<file path="src/rtl/mxint_accumulator.sv">
// mxint_accumulator: sums BLOCK_NUM consecutive MXINT (mantissa, exponent)
// partial products into one MXINT result, aligning to the larger exponent.
// Ports: clk, rst (async, active-high);
//   in:  mdata_in_0, edata_in_0, data_in_0_valid / data_in_0_ready;
//   out: mdata_out_0, edata_out_0, data_out_0_valid / data_out_0_ready.
// Optional macro MXINT_ACCUMULATOR_ROUND_EN: round-half-up on alignment
// shifts (default: truncate toward -inf).
module mxint_accumulator #(
  parameter int DATA_IN_0_PRECISION_0  = 19,
  parameter int DATA_IN_0_PRECISION_1  = 9,
  parameter int BLOCK_NUM              = 4,
  parameter int DATA_OUT_0_PRECISION_0 =
    DATA_IN_0_PRECISION_0 + $clog2(BLOCK_NUM),
  parameter int DATA_OUT_0_PRECISION_1 = DATA_IN_0_PRECISION_1
) (
  input  logic                              clk,
  input  logic                              rst,
  input  logic [DATA_IN_0_PRECISION_0-1:0]  mdata_in_0,
  input  logic [DATA_IN_0_PRECISION_1-1:0]  edata_in_0,
  input  logic                              data_in_0_valid,
  output logic                              data_in_0_ready,
  output logic [DATA_OUT_0_PRECISION_0-1:0] mdata_out_0,
  output logic [DATA_OUT_0_PRECISION_1-1:0] edata_out_0,
  output logic                              data_out_0_valid,
  input  logic                              data_out_0_ready
);

  localparam int OW  = DATA_OUT_0_PRECISION_0;
  localparam int EW  = DATA_IN_0_PRECISION_1;
  localparam int OEW = DATA_OUT_0_PRECISION_1;
  localparam int CW  = (BLOCK_NUM > 1) ? $clog2(BLOCK_NUM) : 1;
  localparam logic [CW-1:0] CNT_LAST = CW'(BLOCK_NUM - 1);
  localparam logic [EW:0]   SH_ONE   = (EW + 1)'(1);

  typedef enum logic [0:0] {
    ACCUM = 1'b0,
    HOLD  = 1'b1
  } state_e;

  state_e                state_q, state_d;
  logic [CW-1:0]         cnt_q, cnt_d;
  logic signed [OW-1:0]  acc_m_q, acc_m_d;
  logic [EW-1:0]         acc_e_q, acc_e_d;
  logic [OW-1:0]         mout_q, mout_d;
  logic [OEW-1:0]        eout_q, eout_d;
  logic                  valid_q, valid_d;

  logic                  in_fire;
  logic                  out_fire;
  logic signed [OW-1:0]  in_ext;
  logic signed [EW:0]    d;
  logic [EW:0]           shamt;
  logic signed [OW-1:0]  sum_m;
  logic [EW-1:0]         sum_e;

  // Arithmetic right shift; amounts past the width collapse to sign fill.
  function automatic logic signed [OW-1:0] align(
    input logic signed [OW-1:0] x,
    input logic [EW:0]          s
  );
    logic signed [OW-1:0] r;
`ifdef MXINT_ACCUMULATOR_ROUND_EN
    logic signed [OW-1:0] t;
`endif
    r = x;
    if (int'(s) >= OW) begin
      r = {OW{x[OW-1]}};
    end else if (s != '0) begin
      r = x >>> s;
`ifdef MXINT_ACCUMULATOR_ROUND_EN
      // Bit s-1 of the operand is the half-LSB being discarded.
      t = x >>> (s - SH_ONE);
      r = r + $signed({{(OW-1){1'b0}}, t[0]});
`endif
    end
    return r;
  endfunction

  assign data_in_0_ready  = !valid_q || data_out_0_ready;
  assign in_fire          = data_in_0_valid && data_in_0_ready;
  assign out_fire         = valid_q && data_out_0_ready;
  assign mdata_out_0      = mout_q;
  assign edata_out_0      = eout_q;
  assign data_out_0_valid = valid_q;

  always_comb begin
    in_ext = OW'($signed(mdata_in_0));
    d      = $signed({edata_in_0[EW-1], edata_in_0})
           - $signed({acc_e_q[EW-1], acc_e_q});
    shamt  = d[EW] ? (EW + 1)'(-d) : (EW + 1)'(d);
    sum_m  = in_ext;
    sum_e  = edata_in_0;
    if (cnt_q == '0) begin
      sum_m = in_ext;
      sum_e = edata_in_0;
    end else if (!d[EW] && (d != '0)) begin
      sum_m = align(acc_m_q, shamt) + in_ext;
      sum_e = edata_in_0;
    end else begin
      sum_m = acc_m_q + align(in_ext, shamt);
      sum_e = acc_e_q;
    end
  end

  always_comb begin
    state_d = state_q;
    cnt_d   = cnt_q;
    acc_m_d = acc_m_q;
    acc_e_d = acc_e_q;
    mout_d  = mout_q;
    eout_d  = eout_q;
    valid_d = valid_q;
    if (out_fire) begin
      state_d = ACCUM;
      valid_d = 1'b0;
    end
    if (in_fire) begin
      if (cnt_q == CNT_LAST) begin
        mout_d  = sum_m;
        eout_d  = OEW'($signed(sum_e));
        valid_d = 1'b1;
        state_d = HOLD;
        cnt_d   = '0;
      end else begin
        acc_m_d = sum_m;
        acc_e_d = sum_e;
        cnt_d   = cnt_q + CW'(1);
      end
    end
  end

  always_ff @(posedge clk or posedge rst) begin
    if (rst) begin
      state_q <= ACCUM;
      cnt_q   <= '0;
      acc_m_q <= '0;
      acc_e_q <= '0;
      mout_q  <= '0;
      eout_q  <= '0;
      valid_q <= 1'b0;
    end else begin
      state_q <= state_d;
      cnt_q   <= cnt_d;
      acc_m_q <= acc_m_d;
      acc_e_q <= acc_e_d;
      mout_q  <= mout_d;
      eout_q  <= eout_d;
      valid_q <= valid_d;
    end
  end

endmodule
</file>
<file path="config.mk">
export PLATFORM = sky130hd
export DESIGN_NAME = mxint_accumulator
export DESIGN_NICKNAME = d
export VERILOG_FILES = /design/src/rtl/mxint_accumulator.sv
export SDC_FILE = /design/constraint.sdc
export NUM_CORES = 1
export LEC_CHECK = 0
export ABC_AREA = 1
export BUFFER_PORTS_ARGS = -buffer_cell sky130_fd_sc_hd__buf_2
export CORE_AREA = 2 2 139 141
export CTS_CLUSTER_SIZE = 24
export DETAILED_ROUTE_END_ITERATION = 7
export DIE_AREA = 0 0 141 143
export SLEW_MARGIN = 15
export SYNTH_ARGS = -nofsm -noshare
export SYNTH_HDL_FRONTEND = slang
export SYNTH_SLANG_ARGS = --single-unit
</file>
<file path="constraint.sdc">
create_clock -name clk -period 7.2 [get_ports clk]
set_clock_uncertainty 0.2 [all_clocks]
set_input_delay 1.08 -clock clk [delete_from_list [all_inputs] [get_ports clk]]
set_output_delay 1.08 -clock clk [all_outputs]
set_load 0.05 [all_outputs]
</file>
# [After elaboration in Yosys (flattened, before gate mapping)]
# Index checks and enable logic that the tools add are counted.
[word_totals] register_bits=63 in_bits=32 output_inout_bits=32
[classes] shift=2 n_eq_ne=1 magnitude_cmp=1 n_mux=17 add_sub_neg=5 n_bitwise=1 n_reduce_logical=11
[op_table] operator="2-to-1 mux 21 bit" count=10
[op_table] operator="adder 21 x 19 -> 21 bit" count=1
[op_table] operator="adder 21 bit" count=1
[op_table] operator=">>> shifter 19 x 10 -> 21 bit" count=1
[op_table] operator=">>> shifter 21 x 10 -> 21 bit" count=1
[op_table] operator="nonzero test 10 bit" count=2
[op_table] operator="2-to-1 mux 9 bit" count=2
[op_table] operator="greater-or-equal comparator 10 x 5 -> 1 bit (second input constant)" count=1
[op_table] operator="2-to-1 mux 10 bit" count=1
[op_table] operator="negation 10 bit" count=1
[op_table] operator="subtractor 9 x 9 -> 10 bit" count=1
[op_table] operator="AND reduction 2 bit" count=2
[op_table] operator="logical AND 1 bit" count=3
[op_table] operator="2-to-1 mux 1 bit" count=3
[op_table] operator="adder 2 x 1 -> 2 bit (second input constant)" count=1
[op_table] operator="== test 2 bit (second input constant)" count=1
[op_table] operator="logical NOT 1 bit" count=2
[op_table] operator="logical NOT 2 bit" count=1
[op_table] operator="2-to-1 mux 2 bit" count=1
[op_table] operator="logical OR 1 bit" count=1
[op_table] operator="NOT 1 bit" count=1

# [Depth between registers and ports, before layout]
[depth] ltp_word=11 depth_mapped=50 mapped_depth_nobuf=48

# [Worst setup path after synthesis]
# OpenSTA, ideal clock, no wires.
[synth_timing] kind="input port to flip-flop" startpoint="input edata_in_0[0]" endpoint="register mout_q[16], in the netlist mdata_out_0[16]" path_slack_ns=1.167 t_arrival_ns=5.750 path_buffers=2 required_ns=6.917 setup_time_ns=0.083 path_stages=42 path_cell_list="inv_1 -> ha_1 -> fa_1 -> ha_1 -> inv_1 -> nor2_1 -> nand3_1 -> nor2_1 -> nand2_1 -> nand2_1 -> nand2_1 -> nand2_1 -> inv_2 -> buf_4 -> buf_2 -> nand3_1 -> nand3_1 -> nand3_1 -> (+6 left out) -> nand2_1 -> nor2_1 -> ha_1 -> inv_1 -> fa_1 -> inv_1 -> nand2_1 -> o21a_1 -> o21ai_0 -> inv_1 -> o21ai_0 -> nand3_1 -> nand2_1 -> xor2_1 -> nand2_1 -> nand3_1 -> o21ai_0 -> o21ai_0"
[synth_between] elab_chain_len=11 word_cells_on_any_way=22 cone_classes="add/sub: 4; order compare: 1; shift: 2; mux: 11; reduce/logical: 4"
[synth_lines] element="start, declared" line_no="19" source="input logic [DATA_IN_0_PRECISION_1-1:0] edata_in_0,"
[synth_lines] element="subtractor 9 x 9 -> 10 bit *" line_no="89" source="- $signed({acc_e_q[EW-1], acc_e_q});"
[synth_lines] element="negation 10 bit" line_no="90" source="shamt = d[EW] ? (EW + 1)'(-d) : (EW + 1)'(d);"
[synth_lines] element="2-to-1 mux 10 bit" line_no="90"
[synth_lines] element=">>> shifter 21 x 10 -> 21 bit, or another cell as far along" line_no="69" source="r = x >>> s;"
[synth_lines] element="2-to-1 mux 21 bit" line_no="68" source="end else if (s != '0) begin"
[synth_lines] element="2-to-1 mux 21 bit" line_no="66" source="if (int'(s) >= OW) begin"
[synth_lines] element="2-to-1 mux 21 bit" line_no="96" source="end else if (!d[EW] && (d != '0)) begin"
[synth_lines] element="2-to-1 mux 21 bit" line_no="93" source="if (cnt_q == '0) begin"
[synth_lines] element="adder 21 x 19 -> 21 bit or adder 21 bit (tied branches)" line_no="97, 100"
[synth_lines] element="2-to-1 mux 21 bit *" line_no="96"
[synth_lines] element="2-to-1 mux 21 bit *" line_no="93"
[synth_lines] element="end signal, assigned" line_no="146" source="mout_q <= mout_d;"
[synth_lines] element="end, declared" line_no="44" source="logic [OW-1:0] mout_q, mout_d;"
# Every way passes the cells marked *; elsewhere a longest branch is shown, timed or not. The select of a mux whose other input is x is not followed.
# A chain may end at the register's enable or synchronous reset.

# [Worst setup path after layout]
[layout_timing] startpoint="input edata_in_0[0]" endpoint="register acc_m_q[20]"
[layout_between] elab_chain_len=11 word_cells_on_any_way=22 cone_classes="add/sub: 4; order compare: 1; shift: 2; mux: 11; reduce/logical: 4"
[layout_lines] element="subtractor 9 x 9 -> 10 bit *" line_no="89"
[layout_lines] element="negation 10 bit" line_no="90"
[layout_lines] element="2-to-1 mux 10 bit" line_no="90"
[layout_lines] element=">>> shifter 21 x 10 -> 21 bit, or another cell as far along" line_no="69"
[layout_lines] element="2-to-1 mux 21 bit" line_no="68"
[layout_lines] element="2-to-1 mux 21 bit" line_no="66"
[layout_lines] element="2-to-1 mux 21 bit" line_no="96"
[layout_lines] element="2-to-1 mux 21 bit" line_no="93"
[layout_lines] element="adder 21 x 19 -> 21 bit or adder 21 bit (tied branches)" line_no="97, 100"
[layout_lines] element="2-to-1 mux 21 bit *" line_no="96"
[layout_lines] element="2-to-1 mux 21 bit *" line_no="93"
[layout_lines] element="end signal, assigned" line_no="144" source="acc_m_q <= acc_m_d;"
[layout_lines] element="end, declared" line_no="42" source="logic signed [OW-1:0] acc_m_q, acc_m_d;"
# Marked as above.

==> results.yml <==
routing:
  post_drt_via_cell_ratio: 5.71
  highest_routed_layer: "met4"
  detail_route.wirelength.met1_um: 13800
  route.antenna.remaining_nets: 0
  met2_wirelength_um: 13200
  num_vias: 9606
  drc: 0
  drt-initial-drc-count: 1112
  drt_wl_total_um: 30200
  met3_wirelength_um: 2350
  drt-pass1-iter-count: 5
  wl_per_cell_um: 18.0
floorplan:
  rows: 50
  dieHeight_um: 143
  die_area_um2: 20200
  ios: 64
  die_width_um: 141
  initial_core_util_pct: 44.6
  core_area_um2: 18600
synth:
  yosys_warnings: 0
  avgSynthCellArea_um2: 5.87
  synth-async-reset-ratio_pct: 100
  seq_area_frac_synth_pct: 19.0
  ys_dominant_reg_cell: "dfrtp_1"
  synth_nets: 1500
  number_of_flops_mapped_to_enable_cells_by_yosys: 0
  ys_seq_elements: 63
  syn-cell-area_um2: 8290
  yosys.cell_types.count: 48
  post_synthesis_instance_total: 1411
clock_network:
  clockBufferDepth: 2
  numCtsBuffers: 9
  numClockSinks: 63
  hold_buf_count_cts: 0
  clk_root_buffer_cell: "clkbuf_16"
  cts_tree: "done"
  clk-insertion-delay-late_ns: 0.34
  ctsHtreeMaxLevel: 3
  cts.reportedPaths.clkPinSlew_ns: 0.06
global_routing:
  antenna_found_initial: 0
  grt_first_pass_wirelength_um: 47500
  track_usage_pct: 30.1
  first_global_vias: 8739
  globalRoute.totalOverflow: 0
  grt_max_degree: 64
timing:
  timing_worst_slew_pin_value_ns: 0.967
  finalSetupViolCount: 0
  report.final.hold_viol_count: 0
  relSlewSlack_pct: 35.3
  maxSlewViolCount: 0
  min_period_over_period_pct: 91.8
  rsz0062_at_grt: "false"
  minimum_clock_period_after_layout_ns: 6.61
  totalNegativeSetupSlack_ns: 0
  clock.fmax_mhz: 151
final_layout:
  proportion_of_layout_cells_with_a_drive_suffix_above_1_pct: 9.04
  final_net_count: 1533
  num-fill-cells: 2001
  syn2layout_area_growth_pct: 9.45
  antenna_cells: 0
worst_hold_path:
  hold-path-endpoint: "mdata_out_0[1]"
  source_of_the_worst_hold_timing_path: "mdata_out_0[1]"
  hold_depth: 2
  min-delay-path-class: "flip-flop to flip-flop"
critical_path:
  ff2ff_path_depth: 41
  reg2reg_to: "acc_m_q[20]"
  timing.critical_path.required_ns: 7.18
  criticalPathCategory: "input port to flip-flop"
  critPathMaxStageDelay_ns: 0.45
  cp-start-kind: "input port"
  critical_path.startpoint: "edata_in_0[0]"
  critical_path.endpoint_type: "flip-flop"
  timing.reg2reg.setup_slack_ns: 1.08
  worstPathArrival_ns: 6.59
  worst_r2r_startpoint: "acc_e_q[0]"
  crit_fanout: 37
  critical_path.most_common_cell: "nand2_1"
  slowest_stage: "nor4_1"
placement:
  total_of_buffers_placed_on_input_and_output_ports: 63
  place_congestion: 1.03
  post-dp-hpwl_um: 23800
flow_run:
  maxCapViolations: 0
status:
  run_status: "finished, final reports clean"
[state kept, by name (all words and copies together) (netlist names)]
register	cells
edata_out_0	9
cnt_q	2
mdata_out_0	21
acc_m_q	21
acc_e_q	9
data_out_0_valid	1
[kinds of logic after synthesis]
kind of cell | Yosys count | synth area share (%)
xor gates and xnor gates | 17 | 2.02
buffers and inverters | 195 | 9.68
and+or+nand+nor | 815 | 42.7
DFF | 63 | 19.0
adders and majority gates | 57 | 8.88
AOI/OAI and AO/OA | 264 | 17.7
[layout by cell type, fill, tap and decap left out, drive strengths merged, types with 6 or more instances in the layout]
master,count
xnor2,9
clkbuf,10
nand2,425
nand4,6
buf,87
nand3b,17
a22oi,11
o211ai,8
nand3,240
xor2,8
nor2,108
inv,130
a31oi,6
o21ai,135
a21oi,86
dfrtp,63
nor3,8
ha,54
[synth_stat cells (3+ instances only)]
| cell type | count | area share [%] |
|---|---|---|
| a211oi_1 | 4 | 0.36 |
| a21oi_1 | 84 | 5.1 |
| a22oi_1 | 8 | 0.72 |
| a22oi_2 | 3 | 0.45 |
| a31oi_1 | 5 | 0.38 |
| and2_1 | 5 | 0.38 |
| buf_1 | 7 | 0.32 |
| buf_2 | 18 | 1.1 |
| buf_4 | 4 | 0.36 |
| buf_6 | 4 | 0.54 |
| clkbuf_1 | 32 | 1.4 |
| dfrtp_1 | 63 | 19 |
| fa_1 | 3 | 0.72 |
| ha_1 | 54 | 8.2 |
| inv_1 | 121 | 5.5 |
| inv_2 | 6 | 0.27 |
| nand2_1 | 418 | 19 |
| nand2_2 | 7 | 0.53 |
| nand3_1 | 240 | 14 |
| nand3b_1 | 17 | 1.5 |
| nand4_1 | 6 | 0.45 |
| nor2_1 | 104 | 4.7 |
| nor3_1 | 7 | 0.42 |
| nor4_1 | 3 | 0.23 |
| o211ai_1 | 8 | 0.72 |
| o21ai_0 | 128 | 7.7 |
| o21ai_1 | 6 | 0.36 |
| o311ai_0 | 5 | 0.53 |
| xnor2_1 | 9 | 0.95 |
| xor2_1 | 7 | 0.74 |
[timing repair]
action,CTS,global route
endpoints found under the setup margin,0,12
buffers inserted,0,0
gates resized for setup,0,4
hold endpoints to repair,0,0
[critical path, delay by kind of cell]
family	cells	cell delay [ns]
AND/OR/NAND/NOR	29	3.15
adder cells (fa/ha/maj)	3	0.95
buffers and inverters	6	0.69
AO/OA/AOI/OAI	5	0.64
[per-stage QoR]
step	instances	setup slack (ns)	instance area, um^2	utilization (%)	hold WS (ns)
3_5_place_dp	1667	0.0822	8790	47.3	0.260
6_report	1683	0.593	9070	48.8	0.271
2_1_floorplan	1411	1.17	8290	-	0.253
5_1_grt	1683	0.00189	9070	48.8	0.288
3_3_place_gp	1667	0.123	8790	47.3	0.260
4_1_cts	1683	0.433	9060	48.8	0.276
[layout make-up]
cell class | instances | area, um^2 | area share [%]
multi-input combinational | 1153 | 5910 | 65.2
sequential | 63 | 1580 | 17.4
timing repair buffer | 87 | 524 | 5.78
inverter | 130 | 490 | 5.41
tap | 234 | 293 | 3.23
clock buffer | 10 | 229 | 2.52
clock inverter | 6 | 43.8 | 0.483
[how the worst max path moves through the flow]
stage	cells past startpoint	end	slack (ns)
6_report	43	acc_m_q[20]	0.59
3_5_place_dp	36	mdata_out_0[15]	0.08
4_1_cts	36	mdata_out_0[15]	0.43
5_1_grt	39	mdata_out_0[16]	0.002
3_3_place_gp	36	acc_m_q[15]	0.12
2_1_floorplan	42	mdata_out_0[16]	1.17
[layer usage]
layer / GRT usage (%) / vias up
met1: 42.7 / 4375
met2: 47.9 / 391
met4: 9.00 / 0
li1: - / 4786
met5: 0 / -
met3: 4.09 / 54
Power is left out: the tool's default activity adds up to more than one toggle a clock period on the data nets, which glitch-free logic cannot reach.
